<file path="config.mk">
export PLATFORM = sky130hd
export DESIGN_NAME = transaction_entry
export DESIGN_NICKNAME = d
export VERILOG_FILES = /design/src/rtl/transaction_entry.sv
export SDC_FILE = /design/constraint.sdc
export NUM_CORES = 1
export LEC_CHECK = 0
export ABC_AREA = 0
export BUFFER_PORTS_ARGS = -buffer_cell sky130_fd_sc_hd__buf_2
export CAP_MARGIN = 20
export CORE_ASPECT_RATIO = 1.4
export CORE_MARGIN = 4
export CORE_UTILIZATION = 53
export CTS_CLUSTER_SIZE = 30
export DETAILED_ROUTE_END_ITERATION = 7
export GPL_ROUTABILITY_DRIVEN = 1
export GPL_TIMING_DRIVEN = 0
export PLACE_DENSITY = 0.84
export SYNTH_ARGS = -nofsm -noshare
export SYNTH_HDL_FRONTEND = slang
export SYNTH_SLANG_ARGS = --single-unit
export TNS_END_PERCENT = 10
</file>
<file path="constraint.sdc">
create_clock -name clock -period 1.8 [get_ports clock]
set_input_delay 0.18 -clock clock [delete_from_list [all_inputs] [get_ports clock]]
set_output_delay 0.18 -clock clock [all_outputs]
set_load 0.01 [all_outputs]
</file>
<file path="src/rtl/transaction_entry.sv">
// Pushbutton transaction entry: synchronizes and debounces the load/start keys,
// then sequences amount -> key -> start toward the main controller.
module transaction_entry #(
  parameter int unsigned DEBOUNCE_CYCLES = 50000
) (
  input  logic       clock,
  input  logic       resetn,
  input  logic       key_load_n,
  input  logic       key_start_n,
  input  logic [7:0] switches,
  input  logic       busy,
  output logic [7:0] value_out,
  output logic       load_amount,
  output logic       load_key,
  output logic       start_signal,
  output logic [1:0] entry_state,
  output logic       error
);

  localparam int unsigned CNT_W = (DEBOUNCE_CYCLES > 1) ? $clog2(DEBOUNCE_CYCLES) : 1;
  localparam logic [CNT_W-1:0] CNT_MAX = CNT_W'(DEBOUNCE_CYCLES - 1);
  localparam int unsigned RUN_W = 2;
  localparam logic [RUN_W-1:0] RUN_TIMEOUT = RUN_W'(3);

  typedef enum logic [1:0] {
    IDLE     = 2'b00,
    WAIT_KEY = 2'b01,
    READY    = 2'b10,
    RUN      = 2'b11
  } state_t;

  // Bit 0 is the load key, bit 1 the start key.
  logic [1:0]       sync_a, sync_b, deb, deb_prev, armed;
  logic [1:0]       sync_vld;
  logic [CNT_W-1:0] cnt [2];
  logic             load_ev_c, start_ev_c;

  // Synchronizer + debounce; a key only arms once seen released after reset,
  // so a key held through reset release never produces an event.
  always_ff @(posedge clock or negedge resetn) begin
    if (!resetn) begin
      sync_a   <= 2'b11;
      sync_b   <= 2'b11;
      deb      <= 2'b11;
      deb_prev <= 2'b11;
      armed    <= 2'b00;
      sync_vld <= 2'b00;
      cnt[0]   <= '0;
      cnt[1]   <= '0;
    end else begin
      sync_a   <= {key_start_n, key_load_n};
      sync_b   <= sync_a;
      sync_vld <= {sync_vld[0], 1'b1};
      deb_prev <= deb;
      for (int i = 0; i < 2; i++) begin
        if (sync_b[i] != deb[i]) begin
          if (cnt[i] == CNT_MAX) begin
            deb[i] <= sync_b[i];
            cnt[i] <= '0;
          end else begin
            cnt[i] <= cnt[i] + CNT_W'(1);
          end
        end else begin
          cnt[i] <= '0;
        end
        if (sync_vld[1] && sync_b[i] && deb[i]) armed[i] <= 1'b1;
      end
    end
  end

  assign load_ev_c  = armed[0] & deb_prev[0] & ~deb[0];
  assign start_ev_c = armed[1] & deb_prev[1] & ~deb[1];

  state_t           state, state_nx;
  logic [7:0]       value_nx;
  logic             load_amount_nx, load_key_nx, start_nx, error_nx;
  logic             busy_seen, busy_seen_nx;
  logic [RUN_W-1:0] run_cnt, run_cnt_nx;

  always_ff @(posedge clock or negedge resetn) begin
    if (!resetn) begin
      state        <= IDLE;
      value_out    <= 8'h00;
      load_amount  <= 1'b0;
      load_key     <= 1'b0;
      start_signal <= 1'b0;
      error        <= 1'b0;
      busy_seen    <= 1'b0;
      run_cnt      <= '0;
    end else begin
      state        <= state_nx;
      value_out    <= value_nx;
      load_amount  <= load_amount_nx;
      load_key     <= load_key_nx;
      start_signal <= start_nx;
      error        <= error_nx;
      busy_seen    <= busy_seen_nx;
      run_cnt      <= run_cnt_nx;
    end
  end

  // Load always wins over a simultaneous start; the start is dropped silently.
  always_comb begin
    state_nx       = state;
    value_nx       = value_out;
    load_amount_nx = 1'b0;
    load_key_nx    = 1'b0;
    start_nx       = 1'b0;
    error_nx       = error;
    busy_seen_nx   = busy_seen;
    run_cnt_nx     = run_cnt;
    case (state)
      IDLE: begin
        if (load_ev_c) begin
          if (switches != 8'h00) begin
            value_nx       = switches;
            load_amount_nx = 1'b1;
            state_nx       = WAIT_KEY;
            error_nx       = 1'b0;
          end else begin
            error_nx = 1'b1;
          end
        end else if (start_ev_c) begin
          error_nx = 1'b1;
        end
      end
      WAIT_KEY: begin
        if (load_ev_c) begin
          value_nx    = switches;
          load_key_nx = 1'b1;
          state_nx    = READY;
          error_nx    = 1'b0;
        end else if (start_ev_c) begin
          error_nx = 1'b1;
        end
      end
      READY: begin
        if (load_ev_c) begin
          value_nx    = switches;
          load_key_nx = 1'b1;
        end else if (start_ev_c) begin
          if (busy) begin
            error_nx = 1'b1;
          end else begin
            start_nx     = 1'b1;
            state_nx     = RUN;
            busy_seen_nx = 1'b0;
            run_cnt_nx   = '0;
          end
        end
      end
      RUN: begin
        if (busy) begin
          busy_seen_nx = 1'b1;
        end else if (busy_seen) begin
          state_nx = IDLE;
        end else if (run_cnt == RUN_TIMEOUT) begin
          state_nx = IDLE;
          error_nx = 1'b1;
        end else begin
          run_cnt_nx = run_cnt + RUN_W'(1);
        end
      end
      default: state_nx = IDLE;
    endcase
  end

  assign entry_state = state;

endmodule
</file>
# Word level (Yosys, flattened, before mapping)
# Cells that the tools add are included.
[word_totals]
reg_bits = 61
input_bits = 13
wordCells = 114
[classes]
addsub = 3
n_eq_ne = 22
mux = 49
bitwise = 6
reduce_logical = 16
[op_table]
columns = ["operator", "count"]
rows = [
  ["two-way mux 16 bit", 4],
  ["adder 16 x 1 -> 16 bit (second input constant)", 2],
  ["== test 16 bit (second input constant)", 2],
  ["two-way mux 2 bit", 15],
  ["two-way mux 8 bit", 3],
  ["inequality test 2 bit (second input constant)", 12],
  ["two-way mux 1 bit", 22],
  ["one-hot mux 8 bit (2 select lines)", 1],
  ["one-hot mux 2 bit (4 select lines)", 1],
  ["AND reduction 8 bit", 1],
  ["nonzero test 8 bit", 1],
  ["AND reduction 7 bit", 1],
  ["== test 2 bit (second input constant)", 3],
  ["AND reduction 6 bit", 1],
  ["AND reduction 5 bit", 1],
  ["bitwise AND 1 bit", 4],
  ["logical AND 1 bit", 4],
  ["one-hot mux 1 bit (4 select lines)", 1],
  ["one-hot mux 2 bit (2 select lines)", 1],
  ["AND reduction 2 bit", 2],
  ["AND reduction 4 bit", 1],
  ["nonzero test 2 bit", 2],
  ["inequality test 3 bit (second input constant)", 1],
  ["adder 2 x 1 -> 2 bit (second input constant)", 1],
  ["7 further kinds", 9],
]

# Longest topological paths before layout
# Gate-level depths: netlist of run 1.
[logic_depth]
depth_word = 5
depth_mapped = 7

# Worst setup path after synthesis of run 1
# OpenSTA, ideal clock, no wires.
[synth_timing]
path_type = "reg-to-reg"
from = "reg state[0] (netlist: entry_state[0])"
to = "reg value_out[0]"
setup_ns = 0.125
arrival_time_ns = 1.708
path_slack_ns = -0.033
stages_incl_launch_ff = 5
cell_sequence = "dfrtp_1 -> inv_1 -> ha_1 -> o211ai_1 -> mux2_2"
[synth_between]
elab_chain_len = 4
[synth_rtl]
columns = ["element", "line_no", "rtl"]
rows = [
  ["from (decl)", "74", "state_t state, state_nx;"],
  ["from (signal assigned)", "91", "state <= state_nx;"],
  ["== test 2 bit or == test 2 x 1 -> 1 bit (tied branches)", "112", "case (state)"],
  ["OR reduction 2 bit (no line)", "--", ""],
  ["inequality test 2 x 1 -> 1 bit (no line) or nonzero test 2 bit (tied branches)", "--", ""],
  ["AND reduction 4 bit (no line)", "--", ""],
  ["to (signal assigned)", "92", "value_out <= value_nx;"],
  ["to (decl)", "12", "output logic [7:0] value_out,"],
]
# Parallel ways exist; a longest one is shown, timed or not.
# A chain may end at the register's enable or synchronous reset.

# Worst setup path after layout of run 1
[layout_timing]
from = "reg deb[0]"
to = "reg state[1] (netlist: entry_state[1])"
[layout_between]
elab_chain_len = 4
[layout_rtl]
columns = ["element", "line_no", "rtl"]
rows = [
  ["from (decl)", "33", "logic [1:0] sync_a, sync_b, deb, deb_prev, armed;"],
  ["from (signal, indexed assignment)", "58", "deb[i] <= sync_b[i];"],
  ["NOT 1 bit (*)", "71", "assign load_ev_c = armed[0] & deb_prev[0] & ~deb[0];"],
  ["bitwise AND 1 bit (*)", "71", ""],
  ["inequality test 2 bit (no line)", "--", ""],
  ["AND reduction 8 bit (no line) (*)", "--", ""],
]
# Mark *: on every way between the ends. The rest lies on a longest branch, timed or not.

==> results of run 1 <==
==> cell families (layout without fill, tap and decap cells) <==
family	Yosys count	after routing
other	1	1
DFF	61	61
and+or+nand+nor	111	111
adders and majority gates	8	8
AOI/OAI and AO/OA	31	31
xor gates and xnor gates	24	24
muxes	11	11
buffers and inverters	19	66
==> cells in the final DEF (no fill, tap or decap), types with 3 or more instances in the layout <==
master / instances
a21oi_1: 10
buf_2: 27
nor4bb_1: 3
dfstp_2: 8
nor3_1: 8
nand4_1: 6
dlygate4sd3_1: 3
nand2_1: 12
or4_1: 4
xnor2_1: 18
ha_1: 6
o31ai_1: 4
and3_1: 5
nor4_1: 8
or3_1: 3
inv_1: 12
dfrtp_1: 51
mux2_2: 11
nand3_1: 10
nor2_1: 29
nor4b_1: 3
clkinv_2: 3
clkbuf_8: 9
nand3b_1: 3
clkbuf_1: 3
xor2_1: 6
o21ai_0: 4
==> flip-flops by register name, summed over array words and instances (netlist names), 2 cells and up <==
signal / cells
run_cnt: 2
deb: 2
sync_vld: 2
cnt: 32
armed: 2
sync_a: 2
sync_b: 2
deb_prev: 2
value_out: 8
entry_state: 2
==> power by group <==
group,total (mW),internal (mW),leakage [nW],switching [mW]
sequential,1.41,1.39,0.798,0.0186
clock,1.26,0.773,0.107,0.488
combinational,0.0921,0.0355,0.576,0.0566
total,2.77,2.20,1.48,0.563
==> timing repair <==
action,in CTS,in global routing
hold buffers,3,0
buffers inserted,1,1
gates resized for setup,2,9
endpoints found under the hold margin,21,0
endpoints found under the setup margin,29,26
pin swaps,1,3
==> metrics by stage <==
step | TNS (ns) | cells | hold slack [ns] | utilization (%) | total power, mW
floorplan | 0 | 266 | -0.116 | - | 1.46
global placement | -1.36 | 358 | 0.286 | 59.3 | 1.51
detailed placement | -2.97 | 359 | 0.157 | 59.6 | 1.52
CTS | -0.0858 | 379 | 0.0855 | 64.3 | 2.80
global route | -0.151 | 379 | 0.0921 | 64.8 | 2.88
finish | 0 | 379 | 0.100 | 64.8 | 2.77
==> how the worst max path moves through the flow <==
| stage | startpoint | endpoint | depth (start not counted) |
|---|---|---|---|
| detailed placement | entry_state[1] | value_out[4] | 4 |
| global placement | entry_state[1] | value_out[0] | 4 |
| finish | deb[0] | entry_state[1] | 4 |
| floorplan | entry_state[1] | value_out[0] | 4 |
| global route | entry_state[0] | busy_seen | 6 |
| CTS | deb[0] | entry_state[1] | 5 |
==> layer usage <==
layer	wire length, um	GRT usage (%)
met1	2230	19.6
met2	2620	29.2
met5	0	0
met3	232	4.43
met4	63	8.31
==> final cells by class <==
type | instances | share of cell area, %
Sequential cell | 61 | 45.4
Multi-Input combinational cell | 186 | 38.2
Timing Repair Buffer | 32 | 5.75
Clock buffer | 11 | 3.87
Tap cell | 66 | 2.43
Clock inverter | 5 | 2.21
Inverter | 14 | 1.55
Buffer | 4 | 0.627
==> impl_metrics.json, run 1 <==
{
  "max-cap-violations": 0,
  "ys_ff_latch": 61,
  "yosys.area_share.simple_pct": 21.9,
  "multiInputGateArea_um2": 1300,
  "clockBufferDepth": 2,
  "setup_ws_ns": 0.0284,
  "grt_pass1_vias": 2139,
  "crit_arrival_ns": 1.98,
  "holdPathEnd": "value_out[5]",
  "hold_depth": 2,
  "synth_cells": 266,
  "first_pass_iters": 6,
  "overflow": 0,
  "worstHoldStart": "switches[5]",
  "synth-compound-area-share_pct": 7.23,
  "startpoint_type": "register",
  "rrSetupSlack_ns": 0.03,
  "crit_buf_inv": 0,
  "yosysUniqueCellTypes": 44,
  "slowest_delay_ns": 0.58,
  "tightestPinTransition_ns": 0.502,
  "place_hpwl_um": 3780,
  "yosysMostFrequentCell": "dfrtp_1",
  "hp-class": "input port to register",
  "fin_area_um2": 3390,
  "slowest_stage": "dfstp_2",
  "synth.largest_area_cell": "dfrtp_1",
  "io_buffers": 26,
  "yosysSeqAreaShare_pct": 53.2,
  "path_class": "register to register",
  "cts-buffers-inserted": 9,
  "muxShareOfSynthArea_pct": 4.29,
  "path_clk_slew_ns": 0.07,
  "synth_flop_cell": "dfrtp_1",
  "r2r_start": "deb[0]",
  "synth-edff-count": 0,
  "slew_violations": 0,
  "synth_commonest_cells": "53 x dfrtp_1, 29 x nor2_1, 18 x xnor2_1, 14 x inv_1, 14 x nand2_1",
  "reg2reg_to": "entry_state[1]",
  "synth_top_area_share_pct": 45.9,
  "n_antenna_cell": 0,
  "r2r.worst_path.cells": 4,
  "clk_latency_ns": 0.33,
  "period_needed_ns": 1.77,
  "area.sequential_um2": 1540,
  "syn_nets": 287,
  "drive_gt1_share_pct": 26.8,
  "globalplace.congestion": 0.836,
  "die_w_um": 70.4,
  "slew-limit-headroom_pct": 66.2,
  "crit_path_end_kind": "register",
  "clock_sinks": 61,
  "crit_fanout": 6,
  "synth_warnings": 0,
  "drtAntennaViolNets": 0,
  "grt_max_degree": 43,
  "setup_violations": 0,
  "grt_pass1_wl_um": 8980,
  "area_growth_pct": 17.5,
  "fmax_mhz": 564,
  "path_delay_family": "flip-flops",
  "critPathRequiredTime_ns": 2.01,
  "netlist_top_cells_area": "dfrtp_1 46%, dfstp_2 7.3%, xnor2_1 5.5%",
  "wl_per_cell_um": 13.6,
  "synth_xor_area_share_pct": 7.28,
  "drt_iter0_markers": 60,
  "synth_area_um2": 2890,
  "power.density_nw_per_um2": 815,
  "synth_top_family_by_area": "simple AND/OR/NAND/NOR gates",
  "rsz0062_at_grt": "yes",
  "ir_drop_v": 0.000515,
  "vias": 2114,
  "synthAdderAreaFrac_pct": 3.46,
  "tritoncts": "built",
  "core_area_um2": 5240,
  "dieHeight_um": 95.4,
  "routed_wl_um": 5150,
  "nets": 329,
  "hold_viol_final": 0,
  "async_reset_ff_share_pct": 100,
  "placed_area_um2": 3120,
  "pre_cts_ws_ns": -0.179,
  "avgSynthCellArea_um2": 10.9,
  "fp.dieArea_um2": 6710,
  "route.detailed.vias_per_inst": 5.58,
  "antenna_found_initial": 0,
  "htree_num_levels": 3,
  "status": "completed",
  "cts-root-buf": "clkbuf_8",
  "drc": 0,
  "pin_count": 27,
  "num_rows": 31,
  "cellLeakagePower_nw": 1.48,
  "post-route-period-util_pct": 98.4,
  "skew_ns": 0.0105,
  "floorplan.initialDensity_pct": 55.2,
  "crit_chain": "and3b_2, o31ai_2, o2111a_1, mux2_2",
  "grt_usage_pct": 17.0,
  "fillers": 395
}
(Power assumes the default switching activity.)
==> inputs of run 2 (changes only) <==
==> constraint.sdc (replaced) <==
create_clock -name clock -period 1.8 [get_ports clock]
set_input_delay 0.54 -clock clock [delete_from_list [all_inputs] [get_ports clock]]
set_output_delay 0.54 -clock clock [all_outputs]
set_load 0.01 [all_outputs]
==> impl_metrics.json, run 2 (synthesis gave the netlist of run 1 again) <==
{
  "status": "completed",
  "route.detailed.vias_per_inst": 5.60,
  "crit_arrival_ns": 1.98,
  "num_rows": 31,
  "cts-buffers-inserted": 9,
  "floorplan.initialDensity_pct": 55.2,
  "routed_wl_um": 5130,
  "die_w_um": 70.4,
  "hold_viol_final": 0,
  "rrSetupSlack_ns": 0.03,
  "drtAntennaViolNets": 0,
  "r2r_start": "deb[0]",
  "hold_buffers": 0,
  "core_area_um2": 5240,
  "crit_fanout": 6,
  "rsz0062_at_grt": "yes",
  "overflow": 0,
  "antenna_found_initial": 0,
  "startpoint": "deb[0]",
  "htree_num_levels": 3,
  "fin_hold_ws_ns": 0.155,
  "n_antenna_cell": 0,
  "clockBufferDepth": 2,
  "dp_cells": 359,
  "drt_iter0_markers": 73,
  "crit_path_end_kind": "register",
  "power.density_nw_per_um2": 821,
  "wl_per_cell_um": 13.6,
  "fp.dieArea_um2": 6710,
  "area.sequential_um2": 1540,
  "multiInputGateArea_um2": 1300,
  "setup_ws_ns": 0.0290,
  "critPathRequiredTime_ns": 2.01,
  "place_hpwl_um": 3780,
  "grt_pass1_vias": 2121,
  "globalplace.congestion": 0.836,
  "largest_reg_flops": 32,
  "fillers": 398,
  "period_needed_ns": 1.77,
  "ir_drop_v": 0.000506,
  "layout.cells.most_common": "dfrtp_1",
  "fmax_mhz": 565,
  "clock_sinks": 61,
  "clk_latency_ns": 0.33,
  "slew-limit-headroom_pct": 66.2,
  "skew_ns": 0.0106,
  "grt_max_degree": 43,
  "first_pass_iters": 6,
  "post-route-period-util_pct": 98.4,
  "stdcell_count": 376,
  "cts-root-buf": "clkbuf_8",
  "path_clk_slew_ns": 0.07,
  "drive_gt1_share_pct": 27.1,
  "vias": 2104,
  "startpoint_type": "register",
  "hp-class": "input port to asynchronous set/reset pin",
  "slew_violations": 0,
  "tritoncts": "built",
  "pin_count": 27,
  "path_class": "register to register",
  "io_buffers": 26,
  "mostFrequentLayoutCells": "51 x dfrtp_1, 29 x nor2_1, 27 x buf_2",
  "grt_pass1_wl_um": 8920,
  "top_register": "cnt",
  "area_growth_pct": 16.4,
  "nets": 326,
  "setup_violations": 0,
  "cellLeakagePower_nw": 1.47,
  "dieHeight_um": 95.4,
  "tightestPinTransition_ns": 0.502,
  "pre_cts_ws_ns": -0.353,
  "max-cap-violations": 0,
  "top_regs": "cnt x32, value_out x8",
  "grt_usage_pct": 16.9,
  "drc": 0
}
[run 2: final cells by class]
cell class                 count  share of cell area, %
multi-input combinational    186                   38.5
inverter                      14                   1.56
clock buffer                  11                   3.91
sequential                    61                   45.8
buffer                         4                  0.632
timing repair buffer          29                   4.91
tap                           66                   2.46
clock inverter                 5                   2.23
[run 2: power by group]
part	internal (mW)	switching, mW	total [mW]
Sequential	1.39	0.0186	1.41
Clock	0.773	0.487	1.26
Combinational	0.0313	0.0557	0.0870
Total	2.20	0.562	2.76
[run 2: worst paths after layout]
| path | endpoint | cells after the start |
|---|---|---|
| min in group clock | sync_a[0] | 1 |
| worst max register to register | entry_state[1] | 4 |
| max in group asynchronous | sync_a[1] | 2 |
| worst max-delay path | entry_state[1] | 4 |
| worst min register to register | sync_b[0] | 0 |
| worst min-delay path | value_out[5] | 1 |
[run 2: metal layers]
layer | vias up | track usage [%] | part of all wire [%]
met3 | 6 | 4.43 | 4.6
met2 | 43 | 29.1 | 51
met1 | 1027 | 19.5 | 43
met4 | 0 | 8.31 | 1.2
li1 | 1028 | - | -
met5 | - | 0 | 0
[run 2: timing repair]
| item | CTS | global route |
|---|---|---|
| resized for setup | 2 | 9 |
| endpoints found under the setup margin | 29 | 26 |
| buffers inserted | 1 | 1 |
| pin swaps | 1 | 3 |
[run 2: stage by stage]
step	cell area [um2]	total power [mW]	setup TNS, ns	utilization, %
after floorplan	2890	1.46	0	-
after global placement	3100	1.51	-3.36	59.3
after detailed placement	3120	1.52	-4.83	59.6
after CTS	3340	2.80	-0.0858	63.8
after global routing	3360	2.88	-0.151	64.2
final	3360	2.76	0	64.2
[run 2: worst max-delay path, stage by stage (launching register included)]
cell and delay, ns:
dfstp_2 0.58, and3b_2 0.27, o31ai_2 0.21, o2111a_1 0.26, mux2_2 0.34
